$ cat config.mk
export PLATFORM = sky130hd
export DESIGN_NAME = xpmwrap_spram_arbiter
export DESIGN_NICKNAME = d
export VERILOG_FILES = /design/src/rtl/xpmwrap_spram_arbiter.sv
export SDC_FILE = /design/constraint.sdc
export NUM_CORES = 1
export LEC_CHECK = 0
export ABC_AREA = 1
export CORE_AREA = 2 2 90 92
export CTS_CLUSTER_DIAMETER = 120
export DETAILED_ROUTE_END_ITERATION = 7
export DIE_AREA = 0 0 92 94
export GPL_TIMING_DRIVEN = 0
export PLACE_DENSITY = 0.89
export SETUP_SLACK_MARGIN = 0.4
export SLEW_MARGIN = 0
export SYNTH_ARGS = -nofsm -noshare
export SYNTH_HDL_FRONTEND = slang
export SYNTH_SLANG_ARGS = --single-unit
$ cat constraint.sdc
create_clock -name clka -period 1.3 [get_ports clka]
set_input_delay 0.325 -clock clka [delete_from_list [all_inputs] [get_ports clka]]
set_output_delay 0.325 -clock clka [all_outputs]
set_load 0.005 [all_outputs]
$ cat src/rtl/xpmwrap_spram_arbiter.sv
// rtl/xpmwrap_spram_arbiter.sv - two-port arbiter with power FSM in front of a single-port RAM (latency 2)
// Optional XPMWRAP_SPRAM_ARB_RR_EN selects round-robin tie-break; default is fixed m0 priority.
module xpmwrap_spram_arbiter #(
    parameter int ADDR_WIDTH_A       = 6,
    parameter int DATA_WIDTH_A       = 32,
    parameter int BYTE_WRITE_WIDTH_A = 8,
    parameter int IDLE_CYCLES        = 16,
    parameter int WAKE_CYCLES        = 2,
    localparam int NB = DATA_WIDTH_A / BYTE_WRITE_WIDTH_A
) (
    input  logic                    clka,
    input  logic                    rsta,
    input  logic                    m0_req,
    input  logic [NB-1:0]           m0_we,
    input  logic [ADDR_WIDTH_A-1:0] m0_addr,
    input  logic [DATA_WIDTH_A-1:0] m0_wdata,
    output logic                    m0_gnt,
    output logic                    m0_rvalid,
    output logic [DATA_WIDTH_A-1:0] m0_rdata,
    input  logic                    m1_req,
    input  logic [NB-1:0]           m1_we,
    input  logic [ADDR_WIDTH_A-1:0] m1_addr,
    input  logic [DATA_WIDTH_A-1:0] m1_wdata,
    output logic                    m1_gnt,
    output logic                    m1_rvalid,
    output logic [DATA_WIDTH_A-1:0] m1_rdata,
    output logic                    ram_ena,
    output logic [NB-1:0]           ram_wea,
    output logic [ADDR_WIDTH_A-1:0] ram_addra,
    output logic [DATA_WIDTH_A-1:0] ram_dina,
    output logic                    ram_regcea,
    output logic                    ram_sleep,
    input  logic [DATA_WIDTH_A-1:0] ram_douta
);

    typedef enum logic [1:0] {ST_ACTIVE, ST_SLEEP, ST_WAKE} state_t;

    localparam int IW = (IDLE_CYCLES > 1) ? $clog2(IDLE_CYCLES + 1) : 1;
    localparam int WW = (WAKE_CYCLES > 1) ? $clog2(WAKE_CYCLES) : 1;
    localparam logic [IW-1:0] IDLE_MAX  = IW'(IDLE_CYCLES);
    localparam logic [IW-1:0] IDLE_LAST = IW'((IDLE_CYCLES > 0) ? IDLE_CYCLES - 1 : 0);
    localparam logic [WW-1:0] WAKE_LAST = WW'((WAKE_CYCLES > 0) ? WAKE_CYCLES - 1 : 0);

    state_t        state;
    logic [IW-1:0] idle_cnt;
    logic [WW-1:0] wake_cnt;
    logic          tag0_v, tag0_own, tag1_v, tag1_own;
    logic          any_req, open, sel1, gnt_any, rd_grant;

    assign any_req = m0_req | m1_req;
    // Grants are masked by rsta directly since the FSM sits in ACTIVE during reset.
    assign open    = (state == ST_ACTIVE) && !rsta;

`ifdef XPMWRAP_SPRAM_ARB_RR_EN
    logic rr_last;

    assign sel1 = m1_req && (!m0_req || !rr_last);

    always_ff @(posedge clka or posedge rsta) begin
        if (rsta) begin
            rr_last <= 1'b1;
        end else if (gnt_any) begin
            rr_last <= m1_gnt;
        end
    end
`else
    assign sel1 = m1_req && !m0_req;
`endif

    assign m0_gnt     = open && m0_req && !sel1;
    assign m1_gnt     = open && sel1;
    assign gnt_any    = m0_gnt | m1_gnt;
    assign ram_ena    = gnt_any;
    assign ram_wea    = m1_gnt ? m1_we : (m0_gnt ? m0_we : '0);
    assign ram_addra  = sel1 ? m1_addr : m0_addr;
    assign ram_dina   = sel1 ? m1_wdata : m0_wdata;
    assign ram_regcea = 1'b1;
    assign rd_grant   = m1_gnt ? (m1_we == '0) : (m0_gnt && (m0_we == '0));

    assign m0_rdata  = ram_douta;
    assign m1_rdata  = ram_douta;
    assign m0_rvalid = tag1_v && !tag1_own;
    assign m1_rvalid = tag1_v && tag1_own;

    // Tag stage 1 lines up with the RAM output register.
    always_ff @(posedge clka or posedge rsta) begin
        if (rsta) begin
            tag0_v   <= 1'b0;
            tag0_own <= 1'b0;
            tag1_v   <= 1'b0;
            tag1_own <= 1'b0;
        end else begin
            tag0_v   <= rd_grant;
            tag0_own <= m1_gnt;
            tag1_v   <= tag0_v;
            tag1_own <= tag0_own;
        end
    end

    always_ff @(posedge clka or posedge rsta) begin
        if (rsta) begin
            state     <= ST_ACTIVE;
            idle_cnt  <= '0;
            wake_cnt  <= '0;
            ram_sleep <= 1'b0;
        end else begin
            case (state)
                ST_ACTIVE: begin
                    if (any_req) begin
                        idle_cnt <= '0;
                    end else if (idle_cnt != IDLE_MAX) begin
                        idle_cnt <= idle_cnt + 1'b1;
                    end
                    // Enter sleep on the cycle the idle count reaches its limit.
                    if (IDLE_CYCLES != 0 && !any_req && !tag0_v && !tag1_v
                        && idle_cnt >= IDLE_LAST) begin
                        state     <= ST_SLEEP;
                        ram_sleep <= 1'b1;
                    end
                end
                ST_SLEEP: begin
                    if (any_req) begin
                        ram_sleep <= 1'b0;
                        wake_cnt  <= '0;
                        if (WAKE_CYCLES == 0) begin
                            state    <= ST_ACTIVE;
                            idle_cnt <= '0;
                        end else begin
                            state <= ST_WAKE;
                        end
                    end
                end
                ST_WAKE: begin
                    if (wake_cnt == WAKE_LAST) begin
                        state    <= ST_ACTIVE;
                        idle_cnt <= '0;
                    end else begin
                        wake_cnt <= wake_cnt + 1'b1;
                    end
                end
                default: begin
                    state     <= ST_ACTIVE;
                    ram_sleep <= 1'b0;
                end
            endcase
        end
    end

endmodule

Yosys cells after proc, flatten, opt, wreduce, memory -nomap -nowiden
Cells that the tools add are included.

word-level totals
  output and inout bits = 113
  flip-flop bits (word level) = 13

operators by class
  multiplexer cells = 18
  reduce and logical (&&, ||, !) cells = 27
  $add $sub $neg = 2
  equality and inequality tests = 7
  bitwise operators = 3
  magnitude comparators = 1

operator list
  cell                                                    number
  two-way mux 32 bit                                      1
  two-way mux 5 bit                                       3
  logical AND 1 bit                                       11
  case mux 5 bit (2 select lines)                         1
  AND reduction 3 bit                                     3
  zero test 4 bit                                         2
  two-way mux 4 bit                                       2
  zero test 1 bit                                         7
  two-way mux 2 bit                                       3
  two-way mux 6 bit                                       1
  case mux 2 bit (3 select lines)                         1
  adder 5 x 1 -> 5 bit (second input constant)            1
  >= comparator 5 x 4 -> 1 bit (second input constant)    1
  inequality test 5 bit (second input constant)           1
  two-way mux 1 bit                                       4
  inequality test 2 bit (second input constant)           2
  nonzero test 2 bit                                      2
  inequality test 3 x 2 -> 1 bit (second input constant)  1
  case mux 1 bit (3 select lines)                         1
  equality test 2 x 1 -> 1 bit (second input constant)    1
  equality test 2 bit (second input constant)             1
  zero test 2 bit                                         1
  inequality test 2 x 1 -> 1 bit (second input constant)  1
  bitwise OR 1 bit                                        2
  4 further kinds                                         4

Logic depth before layout (Yosys ltp)
  depth after elaboration = 7
  gate-level depth with buffers = 9
  depth with buffers taken out = 9

Worst setup path before layout
OpenSTA, ideal clock, no wires.

  kind = in2out
  start point = input port rsta
  end point = output port ram_wea[0]
  setup slack = -150 ps
  buffers on the path = 0
  stages on the path = 5
  arrival = 1125 ps
  required time = 975 ps
  cell sequence = inv_1 > nand2_2 > nor2_2 > nand2_1 > nand2_1

between the ends
  elaborated cells between the ends (all ways) = 7
  classes of those cells = mux (2); reduce/logical (5)

RTL lines
  element                           line  RTL
  start: declaration                12    input logic rsta,
  zero test 1 bit (no source line)  n/a
  logical AND 1 bit                 52    assign open = (state == ST_ACTIVE) && !rsta;
  logical AND 1 bit                 71    assign m1_gnt = open && sel1;
  named net m1_gnt                  24    output logic m1_gnt,
  two-way mux 4 bit                 74    assign ram_wea = m1_gnt ? m1_we : (m0_gnt ? m0_we : '0);
  end: declaration                  28    output logic [NB-1:0] ram_wea,

The timed path passes the listed nets, and every way through them passes these cells.

Final worst setup path
  start point = register state[0]
  end point = output port ram_wea[2]

between the ends
  longest elaborated chain between the ends = 6
  elaborated cells between the ends (all ways) = 7
  classes of those cells = mux (2); reduce/logical (5)

RTL lines
  element                          line  RTL
  start: declaration               44    state_t state;
  start signal: assignment         102   state <= ST_ACTIVE;
  start signal: assignment         117   state <= ST_SLEEP;
  start signal: assignment         126   state <= ST_ACTIVE;
  zero test 2 bit (*)              52
  logical AND 1 bit (*)            52
  logical AND 1 bit (2 in series)  70    assign m0_gnt = open && m0_req && !sel1;
  two-way mux 4 bit                74
  two-way mux 4 bit (*)            74

Mark *: on every way between the ends. The rest lies on a longest branch, timed or not.

==> impl_metrics.py <==
metrics = {
    "grt": {
        "grt_pass1_vias": 2749,
        "gr-max-usage-layer": "met2",
        "met3_usage_pct": 3.61,
        "track_usage_pct": 18.0,
        "grt.met2_usage_pct": 39.0,
        "grt_remaining_overflow": 0,
        "grt_use_met1_pct": 16.4,
        "grt_max_degree": 14,
        "antenna_found_initial": 0,
        "grt_pass1_wl_um": 12600,
    },
    "detailed_routing": {
        "num_vias": 2741,
        "drc": 0,
        "drtAntennaViolNets": 0,
        "drtPass1Iterations": 5,
        "first_iter_violations": 57,
        "wl_per_cell_um": 14.0,
        "wl_um": 9050,
        "avgViaCountPerCell": 4.24,
    },
    "critical_path": {
        "cp_cell_sequence": "nor2_4 -> nand2_4 -> nor2_4 -> buf_6 -> nand2_1 -> nand2_1 -> buf_2",
        "worst-path-max-fanout": 4,
        "required_ns": 0.98,
        "crit_family": "simple AND/OR/NAND/NOR gates",
        "critical_path_class": "flip-flop to primary output",
        "reg2reg_to": "idle_cnt[4]",
        "critPathArrivalTime_ns": 1.39,
        "cp-end-kind": "primary output",
        "startpoint_type": "flip-flop",
        "reg2reg_depth": 8,
        "r2r-start": "state[0]",
        "cp_num_buf_inv": 2,
        "max_stage_delay_ns": 0.41,
        "r2r_slack_ns": -0.07,
        "critPathSlowestCell": "dfrtp_1",
    },
    "clock_network": {
        "clock_latency_ns": 0.24,
        "path_clk_slew_ns": 0.05,
        "cts_num_sinks": 13,
        "htreeDepth": 1,
        "clk_path_buf_depth": 2,
        "cts_tree": "yes",
        "cts_buffers": 3,
        "root_buffer": "clkbuf_8",
    },
    "synthesis": {
        "ys_ff_latch": 13,
        "synth_warnings": 0,
        "ys_types": 20,
        "yosysSeqAreaShare_pct": 18.7,
        "yosysMostFrequentCell": "nand2_1",
        "synth_ff_type": "dfrtp_1",
        "yosys.area.top_type": "nand2_1",
        "synth_area_sq_um": 1740,
        "postSynthAreaPerCell_sq_um": 5.96,
        "synth-edff-count": 0,
        "netlist_instances": 292,
        "synth.top_cell.area_share_pct": 32.2,
        "synth_fp_nets": 415,
        "synth-async-reset-ratio_pct": 100,
        "synthTopCellsByCount": "149 x nand2_1, 69 x buf_4, 14 x inv_1",
        "ys_top_cells_by_area": "nand2_1 32%, buf_4 30%, dfrtp_1 19%",
    },
    "power_and_ir_drop": {
        "p_per_area_nw_per_um2": 449,
        "ir_worst_vdd_mv": 0.279,
        "p_leak_nw": 2.38,
        "fin_total_pwr_w": 0.00195,
    },
    "sta": {
        "setup-tns-final_ns": -9.47,
        "finalCritPeriodShare_pct": 132,
        "min_period_ns": 1.71,
        "setup_viol": 50,
        "clock_skew_ns": 0.00118,
        "timing.hold.ws_ns": 0.303,
        "rsz0062_at_grt": "true",
        "drv_slew": 0,
        "finalHoldViolCount": 0,
        "max_freq_mhz": 584,
        "fin_ws_ns": -0.412,
    },
    "floorplan": {
        "die_w_um": 92,
        "start_util_pct": 22.9,
        "die_h_um": 94,
        "ios": 233,
        "rows": 32,
        "dieArea_sq_um": 8650,
        "coreArea_sq_um": 7610,
    },
    "placed_design": {
        "portBuffers": 199,
        "hpwl_um": 6360,
        "pre_cts_ws_ns": -1.22,
        "gp_congestion": 0.842,
        "place_area_sq_um": 3940,
    },
    "cells_and_area": {
        "fill_cells": 668,
        "postLayoutCellArea_sq_um": 4330,
        "nets": 669,
        "num_antenna_cells": 0,
        "syn2layout_area_growth_pct": 149,
        "layout-drive-gt1-share_pct": 60.7,
    },
    "min_path": {
        "hold_path_class": "input port to async pin",
    },
    "flow_run": {
        "drv_cap": 0,
    },
    "status": {
        "status": "finished with violations",
        "violations": "negative setup slack",
    },
}
[routing by layer]
metal | up-vias | routed length [um]
met1 | 1230 | 2950
met5 | - | 0
met2 | 168 | 5210
met4 | 0 | 172
li1 | 1324 | -
met3 | 19 | 711
[flip-flops by register name (all words and copies together), names as in the netlist]
signal     cells
idle_cnt       5
state          2
ram_sleep      1
tag0_own       1
tag0_v         1
tag1_own       1
tag1_v         1
wake_cnt       1
[where the power goes]
group	total, W	internal [W]	switching [W]
Clock	0.000357	0.000216	0.000141
Sequential	0.000416	0.000411	0.00000488
Combinational	0.00117	0.000739	0.000433
Total	0.00195	0.00137	0.000578
[worst reg2reg max path: cells and delay by family (launching register included)]
family,cells,cell delay (ns)
flops,1,0.41
simple gates,4,0.34
buf+inv,3,0.29
compound gates,1,0.22
[placed cells by master, fill, tap and decap left out, types with 2 or more instances in the layout]
master / n
buf_12: 2
buf_16: 3
buf_2: 97
buf_4: 85
buf_6: 37
buf_8: 4
clkbuf_2: 8
clkbuf_8: 3
clkdlybuf4s50_1: 82
dfrtp_1: 12
dlygate4sd2_1: 3
ha_2: 3
inv_1: 9
inv_2: 4
inv_6: 2
nand2_1: 87
nand2_2: 49
nand2_4: 15
nand3_1: 5
nand3_2: 2
nand4_1: 2
nor2_1: 4
nor2_2: 2
nor2_4: 6
nor3_1: 3
o21ai_1: 4
o21ai_4: 2
[kinds of logic (layout without fill, tap and decap cells)]
kind of cell / count (synthesis) / count (layout) / share of synthesized area, %
AOI/OAI and AO/OA: 7 / 8 / 2.66
other: 1 / 1 / 0.216
and+or+nand+nor: 178 / 178 / 40.9
DFF: 13 / 13 / 18.7
adders and majority gates: 3 / 3 / 2.16
buffers and inverters: 90 / 342 / 35.3
[per-stage QoR]
| stage | std cells | utilization [%] |
|---|---|---|
| after global routing | 647 | 56.9 |
| after floorplan | 292 | - |
| after detailed placement | 593 | 51.7 |
| after global placement | 593 | 51.7 |
| final | 647 | 56.9 |
| after CTS | 640 | 53.9 |
[worst max-delay path by stage]
stage	startpoint	endpoint	slack, ns	cells after the start
2_1_floorplan	idle_cnt[0]	idle_cnt[4]	0.05	7
3_3_place_gp	m0_req	ram_dina[16]	-1.20	8
3_5_place_dp	m0_req	ram_dina[26]	-1.22	8
4_1_cts	state[1]	ram_wea[0]	-0.40	7
5_1_grt	state[0]	ram_wea[3]	-0.48	7
6_report	state[0]	ram_wea[2]	-0.41	7
[timing repair]
item | CTS | global route
pin swaps | 22 | 29
hold buffers | 0 | 0
setup endpoints to repair | 123 | 59
gates cloned | 7 | 0
buffers inserted | 36 | 7
resized for setup | 522 | 80
[area by class of cell]
cell class	instances	area, sq um	area share (%)
buffer	73	593	13.7
multi-input combinational	190	1130	26.1
sequential	13	327	7.54
tap	102	128	2.95
inverter	17	93.8	2.17
timing repair buffer	248	2020	46.6
clock buffer	4	45.0	1.04
Note: power is estimated with default switching activity, not from simulation.
